[config.mk]
export PLATFORM = sky130hd
export DESIGN_NAME = cd_cv_egress_buf
export DESIGN_NICKNAME = d
export VERILOG_FILES = /design/src/rtl/cd_cv_egress_buf_pkg.sv /design/src/rtl/cd_sync_fifo.sv /design/src/rtl/cd_cv_egress_buf.sv
export SDC_FILE = /design/constraint.sdc
export NUM_CORES = 1
export LEC_CHECK = 0
export CORE_ASPECT_RATIO = 0.5
export CORE_MARGIN = 3
export CORE_UTILIZATION = 48
export CTS_CLUSTER_DIAMETER = 50
export CTS_CLUSTER_SIZE = 16
export DETAILED_ROUTE_END_ITERATION = 16
export PLACE_DENSITY = 0.77
export SLEW_MARGIN = 15
export SYNTH_ARGS = -nofsm -noshare
export SYNTH_HDL_FRONTEND = slang
export SYNTH_HIERARCHICAL = 1
export SYNTH_SLANG_ARGS = --single-unit
[constraint.sdc]
create_clock -name clk -period 4.11 [get_ports clk]
set_clock_uncertainty 0.15 [all_clocks]
set_input_delay 0.411 -clock clk [delete_from_list [all_inputs] [get_ports clk]]
set_output_delay 0.411 -clock clk [all_outputs]
set_load 0.02 [all_outputs]
[src/rtl/cd_cv_egress_buf_pkg.sv]
// Shared definitions for the converge-crossbar egress buffer: lane count,
// lane indices and the default flit width.
package cd_cv_egress_buf_pkg;

  localparam int unsigned DATA_W_DEF = 64;
  localparam int unsigned LANES      = 2;
  localparam int unsigned LANE0      = 0;
  localparam int unsigned LANE1      = 1;

endpackage

[src/rtl/cd_sync_fifo.sv]
// Single-clock FIFO with registered pointers/count and a head-of-queue read port.
// The caller guarantees push only when !full and pop only when !empty.
module cd_sync_fifo #(
  parameter  int unsigned DATA_W = 64,
  parameter  int unsigned DEPTH  = 4,
  localparam int unsigned CNT_W  = $clog2(DEPTH) + 1,
  localparam int unsigned PTR_W  = $clog2(DEPTH)
) (
  input  logic              clk,
  input  logic              reset,
  input  logic              push,
  input  logic              pop,
  input  logic [DATA_W-1:0] din,
  output logic [DATA_W-1:0] dout,
  output logic              empty,
  output logic              full,
  output logic [CNT_W-1:0]  count
);

  logic [DATA_W-1:0] mem_q [DEPTH];
  logic [DATA_W-1:0] mem_d [DEPTH];
  logic [PTR_W-1:0]  wptr_q, wptr_d;
  logic [PTR_W-1:0]  rptr_q, rptr_d;
  logic [CNT_W-1:0]  cnt_q, cnt_d;

  // Next-state for storage, pointers and occupancy
  always_comb begin
    mem_d  = mem_q;
    wptr_d = wptr_q;
    rptr_d = rptr_q;
    if (push) begin
      mem_d[wptr_q] = din;
      wptr_d        = wptr_q + {{(PTR_W-1){1'b0}}, 1'b1};
    end else begin
      wptr_d = wptr_q;
    end
    if (pop) begin
      rptr_d = rptr_q + {{(PTR_W-1){1'b0}}, 1'b1};
    end else begin
      rptr_d = rptr_q;
    end
    cnt_d = cnt_q + {{(CNT_W-1){1'b0}}, push} - {{(CNT_W-1){1'b0}}, pop};
  end

  // Control state registers
  always_ff @(posedge clk) begin
    if (!reset) begin
      wptr_q <= '0;
      rptr_q <= '0;
      cnt_q  <= '0;
    end else begin
      wptr_q <= wptr_d;
      rptr_q <= rptr_d;
      cnt_q  <= cnt_d;
    end
  end

  // Storage is not reset; stale words are unreachable once the count clears
  always_ff @(posedge clk) begin
    mem_q <= mem_d;
  end

  assign dout  = mem_q[rptr_q];
  assign empty = (cnt_q == '0);
  assign full  = (cnt_q == CNT_W'(DEPTH));
  assign count = cnt_q;

endmodule

[src/rtl/cd_cv_egress_buf.sv]
// Two-lane egress buffer: per-lane FIFOs merged round-robin into one
// registered valid/ready output toward the node/mesh link.
module cd_cv_egress_buf
  import cd_cv_egress_buf_pkg::*;
#(
  parameter  int unsigned DATA_W = DATA_W_DEF,
  parameter  int unsigned DEPTH  = 4,
  localparam int unsigned CNT_W  = $clog2(DEPTH) + 1
) (
  input  logic                  clk,
  input  logic                  reset,
  input  logic [LANES-1:0]      cv_si,
  output logic [LANES-1:0]      cv_ro,
  input  logic [2*DATA_W-1:0]   cv_di,
  output logic                  out_so,
  input  logic                  out_ro,
  output logic [DATA_W-1:0]     out_do,
  output logic [CNT_W-1:0]      occ0,
  output logic [CNT_W-1:0]      occ1
);

  logic [LANES-1:0]  push_s, pop_s, empty_s, full_s;
  logic [DATA_W-1:0] head_s [LANES];
  logic [CNT_W-1:0]  cnt_s  [LANES];

  logic              rr_ptr_q, rr_ptr_d;
  logic              out_so_q, out_so_d;
  logic [DATA_W-1:0] out_do_q, out_do_d;
  logic              or_free_s, gnt_vld_s, gnt_lane_s;

  // Ready depends only on registered occupancy, so a full lane stays closed
  // even in a cycle where it also pops.
  assign cv_ro  = {reset & ~full_s[LANE1], reset & ~full_s[LANE0]};
  assign push_s = cv_si & cv_ro;

  cd_sync_fifo #(.DATA_W(DATA_W), .DEPTH(DEPTH)) u_fifo0 (
    .clk   (clk),
    .reset (reset),
    .push  (push_s[LANE0]),
    .pop   (pop_s[LANE0]),
    .din   (cv_di[DATA_W-1:0]),
    .dout  (head_s[LANE0]),
    .empty (empty_s[LANE0]),
    .full  (full_s[LANE0]),
    .count (cnt_s[LANE0])
  );

  cd_sync_fifo #(.DATA_W(DATA_W), .DEPTH(DEPTH)) u_fifo1 (
    .clk   (clk),
    .reset (reset),
    .push  (push_s[LANE1]),
    .pop   (pop_s[LANE1]),
    .din   (cv_di[2*DATA_W-1:DATA_W]),
    .dout  (head_s[LANE1]),
    .empty (empty_s[LANE1]),
    .full  (full_s[LANE1]),
    .count (cnt_s[LANE1])
  );

  // Round-robin grant and output-register reload
  always_comb begin
    pop_s      = '0;
    rr_ptr_d   = rr_ptr_q;
    out_so_d   = out_so_q;
    out_do_d   = out_do_q;
    gnt_vld_s  = 1'b0;
    gnt_lane_s = 1'b0;
    or_free_s  = ~out_so_q | out_ro;
    case (~empty_s)
      2'b01:   begin gnt_vld_s = 1'b1; gnt_lane_s = 1'b0;     end
      2'b10:   begin gnt_vld_s = 1'b1; gnt_lane_s = 1'b1;     end
      2'b11:   begin gnt_vld_s = 1'b1; gnt_lane_s = rr_ptr_q; end
      default: begin gnt_vld_s = 1'b0; gnt_lane_s = 1'b0;     end
    endcase
    if (or_free_s) begin
      if (gnt_vld_s) begin
        pop_s[gnt_lane_s] = 1'b1;
        out_so_d          = 1'b1;
        out_do_d          = head_s[gnt_lane_s];
        rr_ptr_d          = ~gnt_lane_s;
      end else begin
        out_so_d = 1'b0;
      end
    end else begin
      out_so_d = out_so_q;
    end
  end

  // Output register and round-robin pointer
  always_ff @(posedge clk) begin
    if (!reset) begin
      rr_ptr_q <= 1'b0;
      out_so_q <= 1'b0;
      out_do_q <= '0;
    end else begin
      rr_ptr_q <= rr_ptr_d;
      out_so_q <= out_so_d;
      out_do_q <= out_do_d;
    end
  end

  assign out_so = out_so_q;
  assign out_do = out_do_q;
  assign occ0   = cnt_s[LANE0];
  assign occ1   = cnt_s[LANE1];

endmodule

==> metrics <==
largest net degree at the start of global routing 67; post-CTS setup buffer count 0; residual DRC count 0; Core ar. approximately 46000 um^2; initial drt markers a little over 1000; Starting Density between 40% and 50%; row count 55; crit path DAT approximately 3.1 ns; Worst path top cell family by delay simple AND/OR/NAND/NOR gates; fin worst setup slack 1.26 ns; Root Driver clkbuf_16; Register-to-Register Path Depth 6; vias in the first global route between 10000 and 15000; Tmin final roughly 2.8 ns; Max Slew Vio Count 0; Die Wd between 300 and 400 um; reg-to-reg critical path endpoint out_do[18]; Cells on Worst Hold Path 1; net total in the final layout around 1500; Syn Nets between 1000 and 1500; Fin. Hold Viols 0; Hold/Removal Path Class input port to flip-flop; CTS max path bufs 3; hold_buf cts 0; Critical Path, Cell by Cell nor3_1 > nand2_2 > buf_4 > and2_4 > buf_12 > a311oi_2; Slew @ Worst Pin 1.20 ns; Vert. Die Dim 160 um; cell area power density roughly 610 nW/um^2; Final HPWL DP between 20000 and 30000 um; final instance area 26500 um^2; vias post-DR roughly 11000; Slowest-stage cell, CP nor3_1; Pre-Repair DR Iteration Count 5; Yosys reg bits just under 600; commonest non-fill, non-tap cells in the layout 512 x edfxtp_1, 205 x clkdlybuf4s50_1, 129 x nand2_1; GPL Wtd Cong ~0.76; WHS 0.346 ns; area grow syn2layout 17.0%; Placed Area between 20000 and 30000 um^2; Overflow after GRT 0; clock sinks 592; Post-synth EDFFs 512; CP Data Required Time about 4.4 ns; critical hold path startpoint cv_di[104]; Post-Place Worst Slack roughly 1.1 ns; top-area cell type share of the netlist area between 60% and 70%; Peak VDD IR roughly 0.69 mV; Yosys warning total 6; Worst path max stage delay 0.69 ns; main flop type after synthesis edfxtp_1; commonest non-fill, non-tap cell in the layout edfxtp_1; Vias/cell roughly 5.7; TritonCTS clock tree done; remaining antenna violation count 0; fraction of the yosys area taken by sequential cells around 75%; status finished, final reports clean; Mean Syn Cell Area roughly 20 um^2; post-synthesis cell area roughly 23000 um^2; leakage power between 8 and 9 nW; setup total negative slack 0 ns; wire length per cell roughly 24 um; Area contributors post-synth edfxtp_1 68%, mux4_2 13%, dfxtp_1 7.1%, a311oi_2 3.3%, nand2_1 2.2%; RSZ-0062 raised after global routing no; CP Buf/Inv Count 2; RR Startpoint u_fifo0/count[1]; first-pass GRT wire length about 74000 um; Setup Viol. Count Final 0; Die ar. around 50000 um^2; critical-path maximum fanout 66; Total Wirelength between 40000 and 50000 um; share of cells above drive strength 1 about 19%; Critical Path Start Type flip-flop; initial antenna violation count 4; Resized cells post-CTS 0; total track usage 19.4%; max_slew headroom between 10% and 20%; Hold EP u_fifo1/mem_q[168]; worst-skew pair later-pin latency 0.54 ns; H-tree depth 2; Clock transition at path regs ~0.07 ns; Synth cell types 30; Post-Layout Cell Count a little under 2000; Crit. End Element flip-flop; fmax 351 MHz; Post-synth ARST share 0%; IO buf count 205; Final Cycle Share 69.3%; max_cap viols 0; Gate Count Post-Synth between 1000 and 1500; Cells after DPL 1905; Worst R2R Setup Slack 1.26 ns; CP Class flip-flop to flip-flop; Num CTS Buffers 43; post-synth top area cell edfxtp_1; io pins a little over 200
Yosys cell counts (4+ instances only):
library cell and number:
inv_1 12, buf_4 13, a21oi_1 67, buf_2 26, dfxtp_1 80, edfxtp_1 512, ha_1 12, and2_1 13
buf_6 9, a311oi_2 50, nor2_1 14, buf_12 8, clkbuf_1 17, a311oi_1 14, nand2_1 130, mux4_2 128
xnor2_1 4
state kept, by name (all words and copies together), names as in the netlist:
| register | flops |
|---|---|
| u_fifo1/wptr_q | 2 |
| u_fifo0/rptr_q | 2 |
| u_fifo0/wptr_q | 2 |
| u_fifo0/mem_q | 256 |
| u_fifo0/count | 3 |
| out_so | 1 |
| rr_ptr_q | 1 |
| u_fifo1/count | 3 |
| out_do | 64 |
| u_fifo1/mem_q | 256 |
| u_fifo1/rptr_q | 2 |
layout make-up:
class / count / area [um^2]
diodes: 5 / 12.5
clock buffers: 74 / 1200
clock inverters: 4 / 27.5
fillers: 3287 / 19400
inverters: 13 / 50.0
multi-input cells: 451 / 5150
flip-flops and latches: 592 / 17000
well taps: 627 / 785
repair buffers: 222 / 2320
kinds of logic (layout without fill, tap and decap cells):
| family | count (synthesis) | in the layout | share of synthesized area [%] |
|---|---|---|---|
| XOR/XNOR | 6 | 6 | 0.353 |
| flip-flops | 592 | 592 | 74.9 |
| AND/OR/NAND/NOR | 164 | 164 | 2.95 |
| AO/OA/AOI/OAI | 137 | 137 | 5.56 |
| adder cells (fa/ha/maj) | 14 | 14 | 0.839 |
| buffers and inverters | 86 | 313 | 2.65 |
| multiplexers | 130 | 130 | 12.8 |
| other | 0 | 5 | 0 |
per-stage QoR:
| stage | power [mW] | utilization [%] |
|---|---|---|
| 6_report | 16.2 | 57.8 |
| 3_3_place_gp | 12.3 | 55.1 |
| 2_1_floorplan | 10.9 | - |
| 4_1_cts | 16.3 | 57.8 |
| 3_5_place_dp | 12.5 | 55.1 |
| 5_1_grt | 16.9 | 57.8 |
per-layer routing:
layer  vias up  GRT usage (%)  part of all wire [%]  wire [um]
met5         -              0                     0          0
met4         0           5.53                   2.1       1040
met3        64           2.70                   4.2       2020
met2       314           35.8                    55      26400
met1      5972           24.1                    39      18800
li1       4954              -                     -          -
worst max path at each step:
| stage | startpoint | depth (start not counted) | endpoint |
|---|---|---|---|
| 2_1_floorplan | u_fifo0/count[1] | 4 | u_fifo0/mem_q[192] |
| 3_3_place_gp | reset | 6 | u_fifo0/mem_q[131] |
| 3_5_place_dp | reset | 6 | u_fifo0/mem_q[131] |
| 4_1_cts | u_fifo0/count[1] | 6 | out_do[18] |
| 5_1_grt | u_fifo0/count[1] | 10 | u_fifo1/count[2] |
| 6_report | u_fifo0/count[1] | 6 | out_do[18] |
where the power goes:
part / internal (mW) / switching, mW / leakage [nW]
clock: 2.00 / 1.89 / 0.589
sequential: 7.06 / 0.503 / 5.31
combinational: 2.11 / 2.60 / 2.39
No activity file was read; power rests on OpenSTA's default activity.
